==> config.mk <==
export PLATFORM = sky130hd
export DESIGN_NAME = fp_adder
export DESIGN_NICKNAME = d
export VERILOG_FILES = /design/src/rtl/fp_adder.sv
export SDC_FILE = /design/constraint.sdc
export NUM_CORES = 1
export LEC_CHECK = 0
export BUFFER_PORTS_ARGS = -buffer_cell sky130_fd_sc_hd__buf_2
export CELL_PAD_IN_SITES_DETAIL_PLACEMENT = 1
export CELL_PAD_IN_SITES_GLOBAL_PLACEMENT = 2
export CORE_UTILIZATION = 42
export DETAILED_ROUTE_END_ITERATION = 10
export PLACE_DENSITY = 0.91
export SYNTH_ARGS = -nofsm -noshare
export SYNTH_HDL_FRONTEND = slang
export SYNTH_SLANG_ARGS = --single-unit
==> constraint.sdc <==
create_clock -name clk -period 16.8 [get_ports clk]
set_clock_uncertainty 0.15 [all_clocks]
set_input_delay 0.84 -clock clk [delete_from_list [all_inputs] [get_ports clk]]
set_output_delay 0.84 -clock clk [all_outputs]
set_load 0.05 [all_outputs]
==> src/rtl/fp_adder.sv <==
// Three-stage pipelined binary32 adder (q = a + b), round-to-nearest-even,
// denormals flushed to zero on input and output, one operand pair per cycle.
module fp_adder (
  input  logic        clk,
  input  logic        areset,
  input  logic [31:0] a,
  input  logic [31:0] b,
  output logic [31:0] q
);

  typedef struct packed {
    logic        special;
    logic [31:0] spec_val;
    logic        zero_sign;
    logic        sign;
    logic        eff_sub;
    logic [7:0]  exp;
    logic [26:0] xm;
    logic [26:0] ym;
  } align_t;

  typedef struct packed {
    logic        special;
    logic [31:0] spec_val;
    logic        zero_sign;
    logic        sign;
    logic [7:0]  exp;
    logic [27:0] sum;
    logic [4:0]  lzc;
  } sum_t;

  align_t s1_d, s1_q;
  sum_t   s2_d, s2_q;
  logic [31:0] q_d;

  function automatic logic [4:0] lzc27(input logic [26:0] v);
    logic [4:0] n;
    n = 5'd27;
    for (int i = 0; i < 27; i++)
      if (v[i]) n = 5'(26 - i);
    return n;
  endfunction

  // Stage 1: classify, order by magnitude, align the smaller operand
  logic        a_zero, b_zero, a_inf, b_inf, a_nan, b_nan, swap;
  logic [30:0] a_mag, b_mag, x_mag, y_mag;
  logic [23:0] y_sig;
  logic [7:0]  diff;
  logic [53:0] y_wide;

  always_comb begin
    // NOTE: every combinational output is given a default first so no path leaves it unassigned (no latch).
    s1_d   = '0;
    a_zero = (a[30:23] == 8'h00);
    b_zero = (b[30:23] == 8'h00);
    a_inf  = (a[30:23] == 8'hFF) && (a[22:0] == 23'd0);
    b_inf  = (b[30:23] == 8'hFF) && (b[22:0] == 23'd0);
    a_nan  = (a[30:23] == 8'hFF) && (a[22:0] != 23'd0);
    b_nan  = (b[30:23] == 8'hFF) && (b[22:0] != 23'd0);
    a_mag  = a_zero ? 31'd0 : a[30:0];
    b_mag  = b_zero ? 31'd0 : b[30:0];
    swap   = (b_mag > a_mag);
    x_mag  = swap ? b_mag : a_mag;
    y_mag  = swap ? a_mag : b_mag;

    s1_d.sign      = swap ? b[31] : a[31];
    s1_d.eff_sub   = a[31] ^ b[31];
    s1_d.zero_sign = a_zero & b_zero & a[31] & b[31];
    s1_d.exp       = x_mag[30:23];
    s1_d.xm        = {|x_mag[30:23], x_mag[22:0], 3'b000};

    // Extended format: [26] hidden bit, [3] ulp, [2] guard, [1] round, [0] sticky
    y_sig  = {|y_mag[30:23], y_mag[22:0]};
    diff   = x_mag[30:23] - y_mag[30:23];
    y_wide = {y_sig, 30'd0} >> diff;
    if (diff >= 8'd27) s1_d.ym = {26'd0, |y_sig};
    else               s1_d.ym = {y_wide[53:28], |y_wide[27:0]};

    if (a_nan || b_nan || (a_inf && b_inf && (a[31] != b[31]))) begin
      s1_d.special  = 1'b1;
      s1_d.spec_val = 32'h7FC0_0000;
    end else if (a_inf) begin
      s1_d.special  = 1'b1;
      s1_d.spec_val = a;
    end else if (b_inf) begin
      s1_d.special  = 1'b1;
      s1_d.spec_val = b;
    end
  end

  // Stage 2: magnitude add/subtract; |X| >= |Y| keeps the difference non-negative
  always_comb begin
    s2_d           = '0;
    s2_d.special   = s1_q.special;
    s2_d.spec_val  = s1_q.spec_val;
    s2_d.zero_sign = s1_q.zero_sign;
    s2_d.sign      = s1_q.sign;
    s2_d.exp       = s1_q.exp;
    s2_d.sum       = s1_q.eff_sub ? ({1'b0, s1_q.xm} - {1'b0, s1_q.ym})
                                  : ({1'b0, s1_q.xm} + {1'b0, s1_q.ym});
    s2_d.lzc       = lzc27(s2_d.sum[26:0]);
  end

  // Stage 3: normalise, round to nearest even, pack and resolve specials
  logic [26:0]       norm;
  logic signed [9:0] e_norm, e_rnd;
  logic [23:0]       mant;
  logic              round_up;
  logic [24:0]       rnd;
  logic [22:0]       frac;

  always_comb begin
    if (s2_q.sum[27]) begin
      norm   = {s2_q.sum[27:2], s2_q.sum[1] | s2_q.sum[0]};
      e_norm = $signed({2'b00, s2_q.exp}) + 10'sd1;
    end else begin
      norm   = s2_q.sum[26:0] << s2_q.lzc;
      e_norm = $signed({2'b00, s2_q.exp}) - $signed({5'b00000, s2_q.lzc});
    end
    mant     = norm[26:3];
    round_up = norm[2] & (norm[1] | norm[0] | mant[0]);
    rnd      = {1'b0, mant} + {24'd0, round_up};
    e_rnd    = rnd[24] ? e_norm + 10'sd1 : e_norm;
    frac     = rnd[24] ? rnd[23:1] : rnd[22:0];

    if (s2_q.special)              q_d = s2_q.spec_val;
    else if (s2_q.sum == 28'd0)    q_d = {s2_q.zero_sign, 31'd0};
    else if (e_rnd >= 10'sd255)    q_d = {s2_q.sign, 8'hFF, 23'd0};
    else if (e_rnd <= 10'sd0)      q_d = {s2_q.sign, 31'd0};
    else                           q_d = {s2_q.sign, e_rnd[7:0], frac};
  end

  // NOTE: reset clears the whole pipeline so q can never present X after reset.
  always_ff @(posedge clk or posedge areset) begin
    if (areset) begin
      s1_q <= '0;
      s2_q <= '0;
      q    <= 32'h0000_0000;
    end else begin
      // NOTE: non-blocking updates let every stage sample the previous stage's old value.
      s1_q <= s1_d;
      s2_q <= s2_d;
      q    <= q_d;
    end
  end

endmodule

Word level (Yosys, flattened, before mapping)
Index checks and enable logic that the tools add are counted.
{"block": "op_classes", "bitwise": 8, "n_lt_le_gt_ge": 4, "muxes": 45, "shifts": 2, "n_addsub": 7, "reduce_logical": 19, "eq_ne": 3}
{"operator": "31-bit 2-to-1 mux", "count": 6}
{"operator": "5-bit 2-to-1 mux", "count": 26}
{"operator": "33-bit 2-to-1 mux", "count": 3}
{"operator": "32-bit 2-to-1 mux", "count": 2}
{"operator": "27-bit 2-to-1 mux", "count": 2}
{"operator": "54-bit by 8-bit right shift with 54-bit output", "count": 1}
{"operator": "23-bit zero test", "count": 2}
{"operator": "23-bit nonzero test", "count": 2}
{"operator": "31-bit > comparator", "count": 1}
{"operator": "31-bit OR reduction", "count": 1}
{"operator": "27-bit by 27-bit adder with 28-bit output", "count": 1}
{"operator": "28-bit zero test", "count": 1}
{"operator": "28-bit 2-to-1 mux", "count": 1}
{"operator": "28-bit OR reduction", "count": 1}
{"operator": "27-bit by 27-bit subtractor with 28-bit output", "count": 1}
{"operator": "27-bit by 5-bit << shifter with 27-bit output", "count": 1}
{"operator": "24-bit by 1-bit adder with 25-bit output", "count": 1}
{"operator": "23-bit 2-to-1 mux", "count": 1}
{"operator": "10-bit 2-to-1 mux", "count": 2}
{"operator": "8-bit == test, second input constant", "count": 2}
{"operator": "8-bit zero test", "count": 2}
{"operator": "8-bit OR reduction", "count": 2}
{"operator": "10-bit by 2-bit adder with 10-bit output, second input constant", "count": 1}
{"operator": "10-bit by 9-bit greater-or-equal comparator with 1-bit output, second input constant", "count": 1}
{"operator": "other kinds (12)", "count": 24}
{"block": "word_totals", "out_inout_bits": 32, "wordCells": 104, "inputBits": 66, "register_bits": 203}

Logic depth before layout (Yosys ltp)
Gate-level depths: netlist of run 1.
{"block": "logic_depth", "ltp_word": 29, "depth_mapped": 32, "ltp_nobuf": 26}

Worst setup path before layout of run 1
No wires, ideal clock.
{"block": "synth_timing", "path_type": "input-to-reg", "startpoint": "input port b[28]", "endpoint": "register s1_q[0] (netlist name)", "required_time_ns": 16.513, "t_arrival_ns": 6.919, "setup_time_ns": 0.137, "path_slack_ns": 9.594, "path_buffers": 8, "cell_stages": 28, "cell_sequence": "clkbuf_1 -> nor4_1 -> nand2_1 -> clkbuf_1 -> and2_1 -> ha_1 -> nand4_1 -> nor3_1 -> nand2_1 -> and3_1 -> and4_1 -> clkbuf_1 -> nor2_1 -> clkbuf_1 -> clkbuf_1 -> buf_1 -> buf_2 -> a21oi_1 -> ha_1 -> or4_1 -> o311ai_1 -> nand2_1 -> clkbuf_1 -> mux2i_1 -> o221ai_1 -> a221o_1 -> o31ai_1 -> a32oi_1"}
{"item": "start, declared", "line_no": "7", "source": "input logic [31:0] b,"}
{"item": "end signal, assigned", "line_no": "136", "source": "s1_q <= '0;"}
{"item": "end signal, assigned", "line_no": "141", "source": "s1_q <= s1_d;"}
{"item": "end, declared", "line_no": "32", "source": "align_t s1_d, s1_q;"}

==> results of run 1 <==
-- report_power, final --
part	leakage (uW)	internal [uW]	switching, uW	total (uW)
Sequential	0.00250	573	76.2	649
Clock	0.000394	313	208	521
Combinational	0.00451	445	750	1190
Total	0.00740	1330	1030	2360
-- layer usage --
layer  vias up  part of all wire, %
met1      7138                   44
met4         0                  2.1
met5         -                    0
met2       445                   48
met3        78                  5.1
li1       6445                    -
-- worst reg2reg max path, stage by stage, from the launching register on --
cell      delay [ps]
dfrtp_1          340
buf_4            340
clkinv_1         450
mux2_2           420
a31o_2           170
a22oi_1           80
o21ai_0          320
ha_1             290
o211ai_2         130
and4bb_1         360
and4_1           530
nand2_8          190
nor3_2           230
and2_1           160
nand4_1          160
xor2_1           250
or4_4            740
o31ai_2          350
-- registers in the layout, summed over array words and instances (netlist names) --
signal  count
q          32
s1_q       95
s2_q       76
-- layout by cell type (no fill, tap or decap), types with 21 or more instances in the layout --
cell         n
and2_1      26
clkbuf_16   23
ha_1        88
nor3_1      38
buf_2       97
o21ai_0    119
mux4_2      65
conb_1      22
xnor2_1     39
nand2_1    193
nand3_1     49
nor4_1      32
a21oi_1    108
dfrtp_1    203
inv_1      105
xor2_1      21
nor2_1     126
mux2i_1     27
-- worst max-delay path by stage --
stage / slack [ps] / endpoint / startpoint / depth (start not counted)
after global routing: 7980 / s1_q[0]$_DFF_PP0_ / a[28] / 26
after detailed placement: 8250 / s1_q[0]$_DFF_PP0_ / b[28] / 25
final: 8730 / s1_q[0]$_DFF_PP0_ / a[28] / 26
after global placement: 8550 / s1_q[0]$_DFF_PP0_ / b[28] / 23
after floorplan: 9590 / s1_q[0]$_DFF_PP0_ / b[28] / 28
after CTS: 8760 / s1_q[0]$_DFF_PP0_ / b[28] / 25
-- final cells by class --
type	instances	area (um^2)
Clock buffer	26	617
Clock inverter	14	174
Fill cell	4212	19300
Inverter	110	420
Multi-Input combinational cell	1343	9740
Sequential cell	203	5080
Tap cell	468	586
Timing Repair Buffer	111	591
-- stage by stage --
step | setup slack (ps) | instance area (um^2) | instances | total power [uW] | util [%]
6_report | 8730 | 17200 | 2275 | 2360 | 47.1
5_1_grt | 7980 | 17200 | 2275 | 2500 | 47.1
4_1_cts | 8760 | 17200 | 2275 | 2360 | 47.1
2_1_floorplan | 9590 | 15700 | 1755 | 1520 | -
3_5_place_dp | 8250 | 16400 | 2235 | 1820 | 44.9
3_3_place_gp | 8550 | 16400 | 2235 | 1790 | 44.9
-- kinds of logic (layout without fill, tap and decap cells) --
| logic type | after synthesis | count (layout) | share of synthesized area (%) |
|---|---|---|---|
| mux | 105 | 105 | 12.2 |
| buf+inv | 209 | 261 | 5.44 |
| compound gates | 469 | 469 | 20.1 |
| xor+xnor | 60 | 60 | 3.37 |
| simple gates | 596 | 596 | 18.8 |
| flops | 203 | 203 | 32.6 |
| other cells | 1 | 22 | 0.0241 |
| fa+ha+maj | 91 | 91 | 7.41 |
==> results.md, run 1 <==
* Pwr dens at 137 nW/um^2
* Reg2Reg Depth at 17
* CP peak stage delay at 990 ps
* Outcome: complete, no violations
* WHS Endpoint: s2_q[36]$_DFF_PP0_
* Worst reg2reg endpoint: q[9]$_DFF_PP0_
* Area growth syn-to-layout at 10.5%
* Number of global-route vias before repair at 14571
* Setup violations, final at 0
* Met1 Resource Use GR at 37.0%
* Post-layout minimum cycle time at 8070 ps
* Count leader, synth: dfrtp_1
* GR peak layer: met2
* R2r startpoint: s2_q[1]$_DFF_PP0_
* Crit. End Element: flip-flop
* # diodes at 0
* Maximum fanout along the worst path at 31
* WL per Instance at 22.2 um
* Max-capacitance violation count at 0
* Clock transition at the registers of the reported paths at 60 ps
* Overall routing resource usage at 27.1%
* First-pass GRT wire length at 82.3 mm
* Max Slew Vio Count at 0
* Remaining antenna violation count at 0
* Critical path data required time at 17070 ps
* Root buffer cell: clkbuf_16
* Worst vdd ir at 97.5 uV
* Slew at the pin with the worst max-slew slack at 1150 ps
* #FFs+latches synth at 203
* Routability cong. at 0.945
* Post-synth EDFFs at 0
* Vias at 14106
* Hold_buf cts at 0
* Number of distinct library cells after synthesis at 95
* TNS Setup at 0 ps
* Max Clock Freq at 0.124 GHz
* Crit start category: input port
* Die footprint at 37900 um^2
* Total number of H-tree levels at 1
* Post-CTS sizing at 0
* Hold Startpoint: s1_q[57]$_DFF_PP0_
* Met3 Use GR at 2.50%
* CP most frequent cell: a21oi_1
* Starting Density at 42.6%
* Seq/Total Area, Yosys at 32.6%
* RSZ-0062 raised after global routing: false
* DIE WIDTH at 195 um
* Ports at 98
* Fin. Hold Viols at 0
* Final Cycle Share at 48.1%
* Initial drt markers at 1127
* Lkg Pwr at 0.00740 uW
* Port-buffer cells at 97
* Hold Path Class: reg2reg
* Clock tree buffer depth at 3
* Worst path slowest cell: clkinv_1
* NumNets Final at 1949
* Number of clock sinks at 203
* Layout cells sized above 1 at 15.4%
* Synth top area share at 32.6%
* Via density at 6.20
* Routed wire length at 50.6 mm
* Async SR Flop Fraction at 100%
* TritonCTS Buffers at 23
* Largest net degree at the start of global routing at 136
* Hold slack at 196 ps
* Post-Syn Area per Cell at 8.98 um^2
* Post-synth top cells: dfrtp_1 (203), nand2_1 (193), nor2_1 (127)
* Global route overflow at 0
* Mapped Area at 15600 um^2
* Hold path cells at 0
* Post-CTS setup buffer count at 0
* Family with the most delay on the worst path: simple AND/OR/NAND/NOR gates
* # DRC at 0
* Drt pass-1 iters at 5
* Top_reg_cell synth: dfrtp_1
* Cells after Synth at 1734
* WS Path Type: in2reg
* Core area at 36500 um^2
* Area leader, netlist: dfrtp_1
* Worst-skew pair later-pin latency at 540 ps
* Ys Warns at 0
* Initial antenna violation count at 2
* Post-detail-place hpwl at 38.5 mm
* Top cells by area, synth: dfrtp_1 (33%), mux4_2 (9.4%), ha_1 (7.2%)
* Register-to-Register Setup Slack at 11040 ps
* Die Height at 195 um
* CTS tree: yes
* Arrival time worst endpoint at 8340 ps
* WP buf/inv at 3
* Slew HR at 23.4%
* Met2 Resource Use GR at 46.2%
* Row cnt at 70
(Power assumes the default switching activity.)
==> run 2: changes to the inputs <==
--- a/config.mk
+++ b/config.mk
@@ -8,9 +8,9 @@
 export BUFFER_PORTS_ARGS = -buffer_cell sky130_fd_sc_hd__buf_2
 export CELL_PAD_IN_SITES_DETAIL_PLACEMENT = 1
 export CELL_PAD_IN_SITES_GLOBAL_PLACEMENT = 2
-export CORE_UTILIZATION = 42
+export CORE_UTILIZATION = 39
 export DETAILED_ROUTE_END_ITERATION = 10
-export PLACE_DENSITY = 0.91
+export PLACE_DENSITY = 0.86
 export SYNTH_ARGS = -nofsm -noshare
 export SYNTH_HDL_FRONTEND = slang
 export SYNTH_SLANG_ARGS = --single-unit
==> constraint.sdc (replaced) <==
create_clock -name clk -period 8.23 [get_ports clk]
set_clock_uncertainty 0.15 [all_clocks]
set_input_delay 0.4115 -clock clk [delete_from_list [all_inputs] [get_ports clk]]
set_output_delay 0.4115 -clock clk [all_outputs]
set_load 0.05 [all_outputs]
==> run 2 against run 1 <==
Net effect: critical path depth decreased by 2; cell area is 0.79% higher; final cell count is 2.6% higher; register-to-register slack got worse by 8700 ps; setup slack got worse by 6900 ps; total power is 100% higher; worst hold slack worse by 130 ps; routed wire length is 0.30% higher; sequential share of layout area shrank 0.23 points; die area up 7.6%; sequential power grew 100%; combinational power increased by 110%; critical path type unchanged; highest routed layer unchanged.
==> results.md, run 2 (synthesized netlist as in run 1, its figures left out) <==
* Sw frac at 43.7% (-0.10 points)
* Pwr dens at 278 nW/um^2 (+100%)
* Post-layout minimum cycle time at 6430 ps
* Critical path data required time at 8480 ps (-8590 ps)
* Number of global-route vias before repair at 14399 (-1.2%)
* TNS Setup at 0 ps (unchanged)
* Clock share of power at 22.0% (about the same)
* Via density at 5.99 (-3.3%)
* Drt pass-1 iters at 7 (+2)
* Psw at 2100 uW (+100%)
* Hold Startpoint: b[29]
* Lkg Pwr at 0.00743 uW (+0.28%)
* Filler cell count at 4580 (+8.7%)
* Fin. Hold Viols at 0 (unchanged)
* Sequential power share at 27.3% (about the same)
* Design Power at 4820 uW (+100%)
* Routability cong. at 0.940 (-0.61%)
* # diodes at 0 (unchanged)
* Maximum fanout along the worst path at 17 (-45%)
* Die Height at 202 um (+3.7%)
* Crit start category: input port
* # DRC at 0 (unchanged)
* Largest register FFs at 95 (unchanged)
* Initial antenna violation count at 1 (-1)
* Layout cells sized above 1 at 15.5% (+0.080 points)
* Crit. End Element: flip-flop
* Reg2Reg Depth at 17 (unchanged)
* Row cnt at 72 (+2.9%)
* Arrival time worst endpoint at 6680 ps (-1660 ps)
* Clock tree buffer depth at 3 (unchanged)
* TritonCTS Buffers at 23 (unchanged)
* Total number of H-tree levels at 1 (unchanged)
* WL per Instance at 21.7 um (-2.3%)
* Slack of the critical path at 1800 ps (-6930 ps)
* Port-buffer cells at 97 (unchanged)
* Starting Density at 39.9% (-2.7 points)
* Global route overflow at 0 (unchanged)
* Hold Path Class: in2reg
* CTS tree: yes
* DIE WIDTH at 202 um (+3.7%)
* Core area at 39000 um^2 (+6.8%)
* WHS Endpoint: s1_q[60]$_DFF_PP0_
* First-pass GRT wire length at 81.4 mm (-1.1%)
* Outcome: complete, no violations
* Remaining antenna violation count at 0 (unchanged)
* Post-detail-place hpwl at 39.6 mm (+2.9%)
* Worst path slowest cell: nand4_1
* Worst vdd ir at 157 uV (+61%)
* R2r startpoint: s2_q[1]$_DFF_PP0_
* Final instance area at 17300 um^2 (+0.79%)
* CP Cell Sequence: buf_2 > nor4_1 > nand2_1 > buf_4 > and2_1 > inv_1 > ha_1 > nand4_1 > nor4_1 > a2111oi_0 > nand3_1 > nand2_1 > nor2_4 > nor2_1 > a21oi_1 > ha_1 > or4_1 > o311ai_1 > buf_4 > a21bo_2 > a21oi_1 > a211oi_1 > nand4_1 > a311oi_1
* Clock transition at the registers of the reported paths at 60 ps (about the same)
* Overall routing resource usage at 25.0% (-2.1 points)
* Routed wire length at 50.7 mm (+0.30%)
* Max-capacitance violation count at 0 (unchanged)
* Slew at the pin with the worst max-slew slack at 1040 ps (-112 ps)
* Ports at 98 (unchanged)
* Register-to-Register Setup Slack at 2330 ps (-8710 ps)
* Max Slew Vio Count at 0 (unchanged)
* Pint at 2710 uW (+100%)
* Area growth syn-to-layout at 11.3%
* Worst reg2reg endpoint: q[7]$_DFF_PP0_
* Hold slack at 66.3 ps (-130 ps)
* NumNets Final at 1958 (+0.46%)
* Hold_buf cts at 4 (+4)
* Biggest regs: s1_q: 95 flops, s2_q: 76 flops, q: 32 flops
* Post-CTS setup buffer count at 0 (unchanged)
* CP peak stage delay at 610 ps (-380 ps)
* Number of clock sinks at 203 (unchanged)
* Most frequent cells in the layout: dfrtp_1 (203), nand2_1 (193), nor2_1 (126), o21ai_0 (119), a21oi_1 (108)
* Worst-skew pair later-pin latency at 540 ps (about the same)
* Root buffer cell: clkbuf_16
* Top reg by flops: s1_q
* Vias at 13995 (-0.79%)
* Largest net degree at the start of global routing at 135 (-0.74%)
* Setup violations, final at 0 (unchanged)
* Hold path cells at 3 (+3)
* Initial drt markers at 969 (-14%)
* Combinational power share at 50.7% (+0.2 points)
* WS Path Type: in2reg
* Final Cycle Share at 78.1%
* Max Clock Freq at 0.156 GHz
* Commonest non-fill, non-tap cell in the layout: dfrtp_1
* RSZ-0062 raised after global routing: false
* Die footprint at 40700 um^2 (+7.6%)
* Post-CTS sizing at 0 (unchanged)
* Pre-CTS setup slack at 1300 ps (-6950 ps)
* Post-DP Area at 16500 um^2 (+0.61%)
* Slew HR at 30.8% (+7.5 points)
-- run 2: cell count changes in the layout (fill, tap and decap cells not counted), sizes merged --
cell / before / now
clkinvlp: 1 / 4
buf: 111 / 116
clkinv: 10 / 7
dlygate4sd3: 0 / 4
clkbuf: 26 / 28
inv: 110 / 109
-- run 2: layer usage --
| metal | global-route usage, % | part of all wire, % | routed length (um) | vias up |
|---|---|---|---|---|
| li1 | - | - | - | 6464 |
| met5 | 0 | 0 | 0 | - |
| met2 | 41.9 | 47 | 24000 | 385 |
| met3 | 2.66 | 4.8 | 2450 | 68 |
| met4 | 5.93 | 2.0 | 999 | 0 |
| met1 | 34.7 | 46 | 23200 | 7078 |
-- run 2: how the worst max path moves through the flow --
stage | start | end | slack [ps] | cells past startpoint
2_1_floorplan | b[28] | s1_q[0]$_DFF_PP0_ | 1450 | 28
3_3_place_gp | b[28] | s1_q[16]$_DFF_PP0_ | 1470 | 22
3_5_place_dp | a[28] | s1_q[16]$_DFF_PP0_ | 1300 | 24
4_1_cts | a[28] | s1_q[16]$_DFF_PP0_ | 1820 | 24
5_1_grt | a[28] | s1_q[16]$_DFF_PP0_ | 1280 | 24
6_report | a[28] | s1_q[16]$_DFF_PP0_ | 1800 | 24
-- run 2: cell type report --
| cell class | instances | area, um^2 | area share (%) |
|---|---|---|---|
| Clock buffer | 28 | 614 | 3.54 |
| Clock inverter | 13 | 173 | 0.996 |
| Inverter | 110 | 420 | 2.42 |
| Multi-Input combinational cell | 1343 | 9740 | 56.1 |
| Sequential cell | 203 | 5080 | 29.3 |
| Tap cell | 518 | 648 | 3.74 |
| Timing Repair Buffer | 120 | 668 | 3.85 |
-- run 2: metrics by stage --
| step | std cells | util, % |
|---|---|---|
| floorplan | 1755 | - |
| global placement | 2290 | 42.3 |
| detailed placement | 2290 | 42.3 |
| CTS | 2335 | 44.5 |
| global route | 2335 | 44.5 |
| finish | 2335 | 44.5 |
-- run 2: critical path: cells and delay by family --
kind	cells	cell delay, ps
adders and majority gates	2	470
AOI/OAI and AO/OA	7	1740
buffers and inverters	4	830
and+or+nand+nor	11	3210
-- run 2: power by group through the flow --
stage | Clock (uW) | Combinational [uW] | Sequential, uW
2_1_floorplan | 0 | 1560 | 1540
3_3_place_gp | 0 | 2370 | 1320
3_5_place_dp | 0 | 2410 | 1330
4_1_cts | 1090 | 2430 | 1310
5_1_grt | 1120 | 2640 | 1330
6_report | 1060 | 2440 | 1320
==> run 3: changes to the inputs <==
==> constraint.sdc (replaced) <==
create_clock -name clk -period 6.13 [get_ports clk]
set_clock_uncertainty 0.15 [all_clocks]
set_input_delay 0.3065 -clock clk [delete_from_list [all_inputs] [get_ports clk]]
set_output_delay 0.3065 -clock clk [all_outputs]
set_load 0.05 [all_outputs]
==> run 3 against run 2 <==
Net effect: sequential share of layout area shrank 0.38 points; first-iteration DRC count rose by 0.52%; non-clock buffer count increased by 26; final cell count up 1.0%; total power is 34% higher; register-to-register slack worse by 1700 ps; worst hold slack worse by 38 ps; utilization grew 0.59 points; combinational power is 35% higher; cell area grew 1.3%; global-route usage rose by 0.22 points; critical endpoint is now s1_q[0]$_DFF_PP0_.
==> results.md, run 3 (synthesized netlist as in run 1, its figures left out) <==
* Outcome: complete, no violations
* Max Clock Freq at 0.170 GHz
* CTS tree: yes
* Port-buffer cells at 97 (unchanged)
* Number of clock sinks at 203 (unchanged)
* First-pass GRT wire length at 81.7 mm (+0.36%)
* Arrival time worst endpoint at 6160 ps (-520 ps)
* Remaining antenna violation count at 0 (unchanged)
* CP peak stage delay at 580 ps (-30 ps)
* Clock tree buffer depth at 3 (unchanged)
* Post-layout minimum cycle time at 5900 ps
* Fin. Hold Viols at 0 (unchanged)
* Number of global-route vias before repair at 14679 (+1.9%)
* CP Capture Point: s1_q[0]$_DFF_PP0_
* Met1 Resource Use GR at 34.3% (-0.36 points)
* Total number of H-tree levels at 1 (unchanged)
* # diodes at 0 (unchanged)
* Top reg by flops: s1_q
* Slew at the pin with the worst max-slew slack at 1100 ps (+67.0 ps)
* Root buffer cell: clkbuf_16
* Post-CTS setup buffer count at 0 (unchanged)
* Worst path slowest cell: or4_1
* Sequential cell area at 5080 um^2 (unchanged)
* Filler cell count at 4564 (-0.35%)
* RSZ-0062 raised after global routing: false
* Via density at 6.05 (+0.91%)
* Layout cells sized above 1 at 16.1% (+0.61 points)
* Die Height at 202 um (unchanged)
* WL per Instance at 21.8 um (+0.20%)
* Global route overflow at 0 (unchanged)
* Area growth syn-to-layout at 12.8%
* Routed wire length at 51.3 mm (+1.2%)
* Worst vdd ir at 185 uV (+18%)
* Clock transition at the registers of the reported paths at 70 ps (about the same)
* Drt pass-1 iters at 5 (-2)
* Crit start category: input port
* DIE WIDTH at 202 um (unchanged)
* Max Slew Vio Count at 0 (unchanged)
* Initial antenna violation count at 1 (unchanged)
* CP Launch Point: b[28]
* Crit. End Element: flip-flop
* Reg2Reg Depth at 16 (-1)
* CP most frequent cell: nand2_1
* Starting Density at 39.9% (unchanged)
* Hold Path Class: in2reg
* Initial drt markers at 974 (+0.52%)
* Largest register FFs at 95 (unchanged)
* Hold slack at 28.3 ps (-38.0 ps)
* Post-detail-place hpwl at 40.0 mm (+0.95%)
* Final Cycle Share at 96.2%
* Routability cong. at 0.929 (-1.1%)
* Commonest non-fill, non-tap cell in the layout: dfrtp_1
* # DRC at 0 (unchanged)
* Vias at 14267 (+1.9%)
* Met3 Use GR at 2.97% (+0.31 points)
* GR peak layer: met2
* Largest net degree at the start of global routing at 140 (+3.7%)
* TritonCTS Buffers at 22 (-4.3%)
* Critical path data required time at 6400 ps (-2080 ps)
* Lkg Pwr at 0.00754 uW (+1.5%)
* R2r startpoint: s2_q[1]$_DFF_PP0_
* Worst-skew pair later-pin latency at 530 ps (about the same)
* Pwr dens at 368 nW/um^2 (+33%)
* Ports at 98 (unchanged)
* Core area at 39000 um^2 (unchanged)
* Setup violations, final at 0 (unchanged)
* Register-to-Register Setup Slack at 640 ps (-1690 ps)
* Overall routing resource usage at 25.2% (+0.22 points)
* Slew HR at 26.5% (-4.3 points)
* Most frequent cells in the layout: dfrtp_1 (203), nand2_1 (192), nor2_1 (126), o21ai_0 (119), a21oi_1 (108)
* NumNets Final at 1983 (+1.3%)
* Biggest regs: s1_q: 95 flops, s2_q: 76 flops, q: 32 flops
* TNS Setup at 0 ps (unchanged)
* Met2 Resource Use GR at 41.6% (-0.23 points)
* Maximum fanout along the worst path at 27 (+10)
* Max-capacitance violation count at 0 (unchanged)
* Worst reg2reg endpoint: q[13]$_DFF_PP0_
* WS Path Type: in2reg
* Area of the multi-input gates at 9760 um^2 (+0.23%)
* Die footprint at 40700 um^2 (unchanged)
* Row cnt at 72 (unchanged)
run 3: cell count changes in the layout (fill, tap and decap cells not counted), moves of 2 or more:
cell	delta
clkbuf_8	+2
buf_4	+14
clkinv_2	-2
clkbuf_1	+2
dlygate4sd3_1	+11
clkinvlp_4	-2
run 3: repair_timing:
action                     4_1_cts  5_1_grt
gates resized for setup          0        2
hold buffers                    15        0
hold endpoints to repair       150        0
setup endpoints to repair        0       14
run 3: layout make-up:
cell class,count,area share [%]
inverters,110,2.39
clock inverters,8,0.769
flip-flops and latches,203,28.9
repair buffers,146,5.14
multi-input cells,1343,55.5
clock buffers,31,3.55
well taps,518,3.69
run 3: metal layers:
layer | wire [um] | up-vias
met4 | 1490 | 0
met2 | 24000 | 478
met1 | 22900 | 7180
li1 | - | 6513
met5 | 0 | -
met3 | 2890 | 96
run 3: worst min path at each step:
stage,to,cells after the start,from
6_report,s1_q[48]$_DFF_PP0_,3,a[18]
5_1_grt,s1_q[57]$_DFF_PP0_,3,a[26]
4_1_cts,s1_q[60]$_DFF_PP0_,3,a[29]
3_5_place_dp,s2_q[63]$_DFF_PP0_,0,s1_q[85]$_DFF_PP0_
3_3_place_gp,s2_q[58]$_DFF_PP0_,0,s1_q[80]$_DFF_PP0_
2_1_floorplan,s2_q[33]$_DFF_PP0_,0,s1_q[54]$_DFF_PP0_
run 3: critical path: cells and delay by family:
family,cells,cell delay [ps]
and+or+nand+nor,11,2710
buffers and inverters,5,1300
AOI/OAI and AO/OA,5,760
adders and majority gates,2,540
muxes,2,530
run 3: where the power goes:
group	switching (uW)	internal [uW]
combinational	2050	1250
sequential	221	1570
clock	541	839
total	2810	3660
run 3: through the flow:
| stage | util (%) | worst slack (ps) | area, um^2 | instances | power [uW] |
|---|---|---|---|---|---|
| after floorplan | - | 48.8 | 15700 | 1755 | 4170 |
| after global placement | 42.7 | 184 | 16600 | 2305 | 4980 |
| after detailed placement | 42.7 | 77.0 | 16600 | 2305 | 5050 |
| after CTS | 45.0 | 61.2 | 17600 | 2359 | 6480 |
| after global routing | 45.0 | 20.4 | 17600 | 2359 | 6830 |
| final | 45.0 | 232 | 17600 | 2359 | 6470 |
